--- src/rtl/mux4way_arbiter_if.sv ---
// mux4way_arbiter_if: four valid/ready source channels merged onto one tagged output channel
interface mux4way_arbiter_if #(parameter int WIDTH = 16);
  logic [3:0]         in_valid;
  logic [4*WIDTH-1:0] in_data;
  logic [3:0]         in_ready;
  logic               out_valid;
  logic [WIDTH-1:0]   out_data;
  logic [1:0]         out_sel;
  logic               out_ready;
  modport slave  (input  in_valid, in_data, out_ready, output in_ready, out_valid, out_data, out_sel);
  modport master (output in_valid, in_data, out_ready, input  in_ready, out_valid, out_data, out_sel);
endinterface

--- src/rtl/mux4way_arbiter.sv ---
// mux4way_arbiter: round-robin 4-to-1 merge into a one-entry registered output tagged with its source
module mux4way_arbiter #(parameter int WIDTH = 16) (
  input logic              clk,
  input logic              reset,
  mux4way_arbiter_if.slave bus
);
  typedef enum logic {EMPTY, FULL} state_t;
  state_t           state_q, state_d;
  logic [WIDTH-1:0] data_q, data_d;
  logic [1:0]       sel_q, sel_d, rr_q, rr_d, gidx, idx;
  logic [3:0]       vld;
  logic             found, take;
  logic [WIDTH-1:0] src [4];
  always_ff @(posedge clk or posedge reset)
    if (reset) begin
      state_q <= EMPTY;
      data_q  <= '0;
      sel_q   <= 2'b00;
      rr_q    <= 2'b00;
    end else begin
      state_q <= state_d;
      data_q  <= data_d;
      sel_q   <= sel_d;
      rr_q    <= rr_d;
    end
  always_comb begin
    found = 1'b0;
    gidx  = rr_q;
    idx   = rr_q;
    for (int k = 0; k < 4; k++) begin
      // unknown valid bits must never win a grant
      vld[k] = bus.in_valid[k] === 1'b1;
      src[k] = bus.in_data[k*WIDTH +: WIDTH];
    end
    for (int k = 0; k < 4; k++) begin
      idx = rr_q + 2'(k);
      if (!found && vld[idx]) begin
        found = 1'b1;
        gidx  = idx;
      end
    end
    take         = found && (state_q == EMPTY || bus.out_ready) && !reset;
    bus.in_ready = take ? 4'b0001 << gidx : 4'b0000;
    state_d      = take || (state_q == FULL && !bus.out_ready) ? FULL : EMPTY;
    data_d       = take ? src[gidx] : data_q;
    sel_d        = take ? gidx : sel_q;
    rr_d         = take ? gidx + 2'd1 : rr_q;
  end
  assign bus.out_valid = state_q == FULL;
  assign bus.out_data  = data_q;
  assign bus.out_sel   = sel_q;
endmodule

--- src/flat_wrapper.sv ---
// flat-port wrapper written by rule: the top's interface ports become plain ports
module mux4way_arbiter_flat 
#(parameter int WIDTH = 16)
  (clk, reset, bus_in_valid, bus_in_data, bus_out_ready, bus_in_ready, bus_out_valid, bus_out_data, bus_out_sel);
  mux4way_arbiter_if #(.WIDTH(WIDTH)) bus_i ();
  input logic clk;
  input logic reset;
  input wire logic [$bits(bus_i.in_valid)-1:0] bus_in_valid;
  input wire logic [$bits(bus_i.in_data)-1:0] bus_in_data;
  input wire logic [$bits(bus_i.out_ready)-1:0] bus_out_ready;
  output wire logic [$bits(bus_i.in_ready)-1:0] bus_in_ready;
  output wire logic [$bits(bus_i.out_valid)-1:0] bus_out_valid;
  output wire logic [$bits(bus_i.out_data)-1:0] bus_out_data;
  output wire logic [$bits(bus_i.out_sel)-1:0] bus_out_sel;
  assign bus_i.in_valid = bus_in_valid;
  assign bus_i.in_data = bus_in_data;
  assign bus_i.out_ready = bus_out_ready;
  assign bus_in_ready = bus_i.in_ready;
  assign bus_out_valid = bus_i.out_valid;
  assign bus_out_data = bus_i.out_data;
  assign bus_out_sel = bus_i.out_sel;
  mux4way_arbiter #(.WIDTH(WIDTH)) u_core (.clk(clk), .reset(reset), .bus(bus_i));
endmodule
--- config.mk ---
export PLATFORM = sky130hd
export DESIGN_NAME = mux4way_arbiter_flat
export DESIGN_NICKNAME = d
export VERILOG_FILES = /design/src/rtl/mux4way_arbiter_if.sv /design/src/rtl/mux4way_arbiter.sv /design/src/flat_wrapper.sv
export SDC_FILE = /design/constraint.sdc
export NUM_CORES = 1
export LEC_CHECK = 0
export ABC_CLOCK_PERIOD_IN_PS = 2970
export CORE_MARGIN = 5
export CORE_UTILIZATION = 36
export CTS_CLUSTER_DIAMETER = 50
export DETAILED_ROUTE_END_ITERATION = 7
export PLACE_DENSITY = 0.8
export SKIP_LAST_GASP = 1
export SLEW_MARGIN = 40
export SYNTH_ARGS = -nofsm -noshare
export SYNTH_HDL_FRONTEND = slang
export SYNTH_SLANG_ARGS = --single-unit
--- constraint.sdc ---
create_clock -name clk -period 2.97 [get_ports clk]
set_clock_uncertainty 0.15 [all_clocks]
set_input_delay 0.297 -clock clk [delete_from_list [all_inputs] [get_ports clk]]
set_output_delay 0.297 -clock clk [all_outputs]
set_load 0.1 [all_outputs]
==> metrics.cfg <==
[floorplan]
coreArea_um2 = 3970
die_h_um = 73.6
ios = 94
fp-row-count = 23
die_w_um = 73.6
dieArea_um2 = 5410
initial_core_util = 0.366

[setup_path]
r2r_end = u_core.bus.out_data[1]
crit_family = simple AND/OR/NAND/NOR gates
end_kind = primary output
critPathLaunchType = input pin
critPathBufInv = 3
criticalPathCategory = input pin to primary output
rrSetupSlack_ns = 0.62
path_cells = clkdlybuf4s50_1 -> nor2b_1 -> buf_4 -> o21a_1 -> or3_1 -> nor3_4 -> buf_12
critPathMaxStageDelay_ns = 0.49
r2r-start = u_core.rr_q[1]
cpMaxStageDelayCell = or3_1
worstPathArrival_ns = 2.20
worst-r2r-cell-count = 6
required_ns = 2.52
cp_max_fo = 4
cp_num_cells = 7

[pwr]
leakage_uw = 0.00110
ir_worst_vdd_uv = 607
power.density_nw_per_um2 = 970

[outcome]
status = finished, final reports clean

[detailed_routing]
vias_per_cell = 5.36
drc_errors = 0
avgRoutedWirePerCell_um = 16.9
drtPass1Iterations = 4
dr_total_vias = 1630
final_antenna_net_count = 0
wirelength_um = 5150
drtIter0Drc = 127

[worst_hold_path]
hold_class = input pin to async pin

[sta]
setup-violations-final = 0
final_hold_viol_count = 0
max_slew_margin = 0.677
fmaxAchievable_mhz = 378
setup_tns_ns = 0
slew_violations = 0
tightest_slew_ns = 0.485
fin_crit_ns = 2.64
period_share = 0.891
rsz0062_at_grt = no

[synthesis]
syn_area_um2 = 1460
synth_nets = 223
synth_edf_count = 0
syn_inst = 152
syn_avg_cell_area_um2 = 9.57
synth_top_area_frac = 0.361
ys_ff_latch = 21
synthArstFlopShare = 1.00
yosysTopAreaCell = dfrtp_1
synth_cell_types = 31
ys_top_cells_by_area = dfrtp_1 (36%), a221o_1 (11%), mux2_4 (8.3%)
ys.flop_type = dfrtp_1
yosysWarnings = 0
synth_seq_area_share = 0.361

[clock_tree]
clockRootBuffer = clkbuf_8
h-tree-depth = 1
cts_buffer_depth = 2
clock_sinks = 21
path_clk_slew_ns = 0.08
cts_buffers = 3
cts_setup_buffers = 0
insertion_delay_ns = 0.26
ctsResizeCount = 0
ctsHoldBuffers = 0
cts_tree = yes

[finish]
final_util = 0.656
fin_nets = 326
areaGrowthSynthToFinish_pct = 79.1
final_area_um2 = 2610
antenna_cells = 0
drive_gt1_frac = 0.291

[placement]
dp_hpwl_um = 4020
placed_cell_area_um2 = 2550
io_buffers = 93
gp_congestion = 0.849

[global_routing]
grt_pass1_vias = 1679
grt_pass1_wl_um = 8090
antenna_found_initial = 0
grt_max_degree = 22
grt_overflow_total = 0
grt.total_usage = 0.189

[run]
maxCapViolCount = 0

## cell usage after synthesis (2+ instances only)
cell type	instances
a21o_1	2
a21oi_1	18
a221o_1	16
clkbuf_1	10
dfrtp_1	21
inv_1	3
mux2_2	8
mux2_4	8
nand2_1	3
nand2b_1	2
nand3_1	16
nor2_1	3
nor2_2	2
nor2b_1	3
nor3_1	3
o21ai_0	18
or3_1	2
## metrics by stage
step / std cells / worst slack (ns) / hold slack [ns] / total power (uW)
2_1_floorplan: 152 / 0.121 / 0.123 / 1840
3_3_place_gp: 299 / 0.0579 / 0.316 / 2310
3_5_place_dp: 299 / -0.0351 / 0.317 / 2340
4_1_cts: 303 / 0.0742 / 0.336 / 2540
5_1_grt: 304 / 0.137 / 0.349 / 2630
6_report: 304 / 0.325 / 0.293 / 2530
## where the power goes
part	internal, uW	switching [uW]
Combinational	569	1280
Sequential	407	83.8
Clock	93.4	98.5
Total	1070	1460
## sequential cells by signal, indices dropped and copies added, names as in the netlist
| register | flops |
|---|---|
| u_core.bus.out_valid | 1 |
| u_core.bus.out_sel | 2 |
| u_core.rr_q | 2 |
| u_core.bus.out_data | 16 |
## cells in the final DEF (no fill, tap or decap), types with 2 or more instances in the layout
| cell | instances |
|---|---|
| clkdlybuf4s50_1 | 70 |
| buf_4 | 36 |
| dfrtp_1 | 20 |
| a21oi_1 | 18 |
| o21ai_0 | 18 |
| nand3_1 | 16 |
| a221o_1 | 16 |
| mux2_4 | 8 |
| mux2_2 | 8 |
| buf_12 | 5 |
| nor2_2 | 4 |
| nor2b_1 | 3 |
| nand2_1 | 3 |
| clkbuf_8 | 3 |
| or3_1 | 2 |
| nand2b_1 | 2 |
| inv_1 | 2 |
| a21o_1 | 2 |
| nor3_4 | 2 |
## worst reg2reg max path: stages (launching register included)
cell,delay (ns)
dfrtp_1,0.47
nor3b_2,0.22
a2111oi_4,0.51
nor2_4,0.10
buf_12,0.17
mux2_4,0.30
a221o_1,0.32
## worst max-delay path by stage
| stage | start | to |
|---|---|---|
| 2_1_floorplan | u_core.rr_q[1] | bus_in_ready[3] |
| 3_3_place_gp | bus_in_valid[1] | u_core.bus.out_data[15] |
| 3_5_place_dp | bus_in_valid[1] | u_core.bus.out_data[1] |
| 4_1_cts | bus_in_valid[1] | bus_in_ready[1] |
| 5_1_grt | bus_in_valid[1] | bus_in_ready[1] |
| 6_report | bus_in_valid[2] | bus_in_ready[1] |
## cells by family after synthesis
group | after synthesis | share of synthesized area
AOI/OAI and AO/OA | 61 | 0.301
xor gates and xnor gates | 1 | 0.00602
buffers and inverters | 16 | 0.0473
DFF | 21 | 0.361
muxes | 16 | 0.144
and+or+nand+nor | 37 | 0.140
## per-layer routing
metal / track usage / vias to the layer above / routed length (um)
li1: - / 788 / -
met5: 0 / - / 0
met4: 0.0342 / 0 / 44
met1: 0.261 / 762 / 2220
met3: 0.0410 / 4 / 530
met2: 0.307 / 76 / 2360
## final cells by class
| class | count | area [um2] |
|---|---|---|
| inverters | 3 | 11.3 |
| repair buffers | 111 | 1070 |
| clock buffers | 3 | 41.3 |
| fillers | 330 | 1370 |
| flip-flops and latches | 21 | 527 |
| multi-input cells | 115 | 888 |
| well taps | 50 | 62.6 |
| clock inverters | 1 | 5.00 |
(Power assumes the default switching activity.)
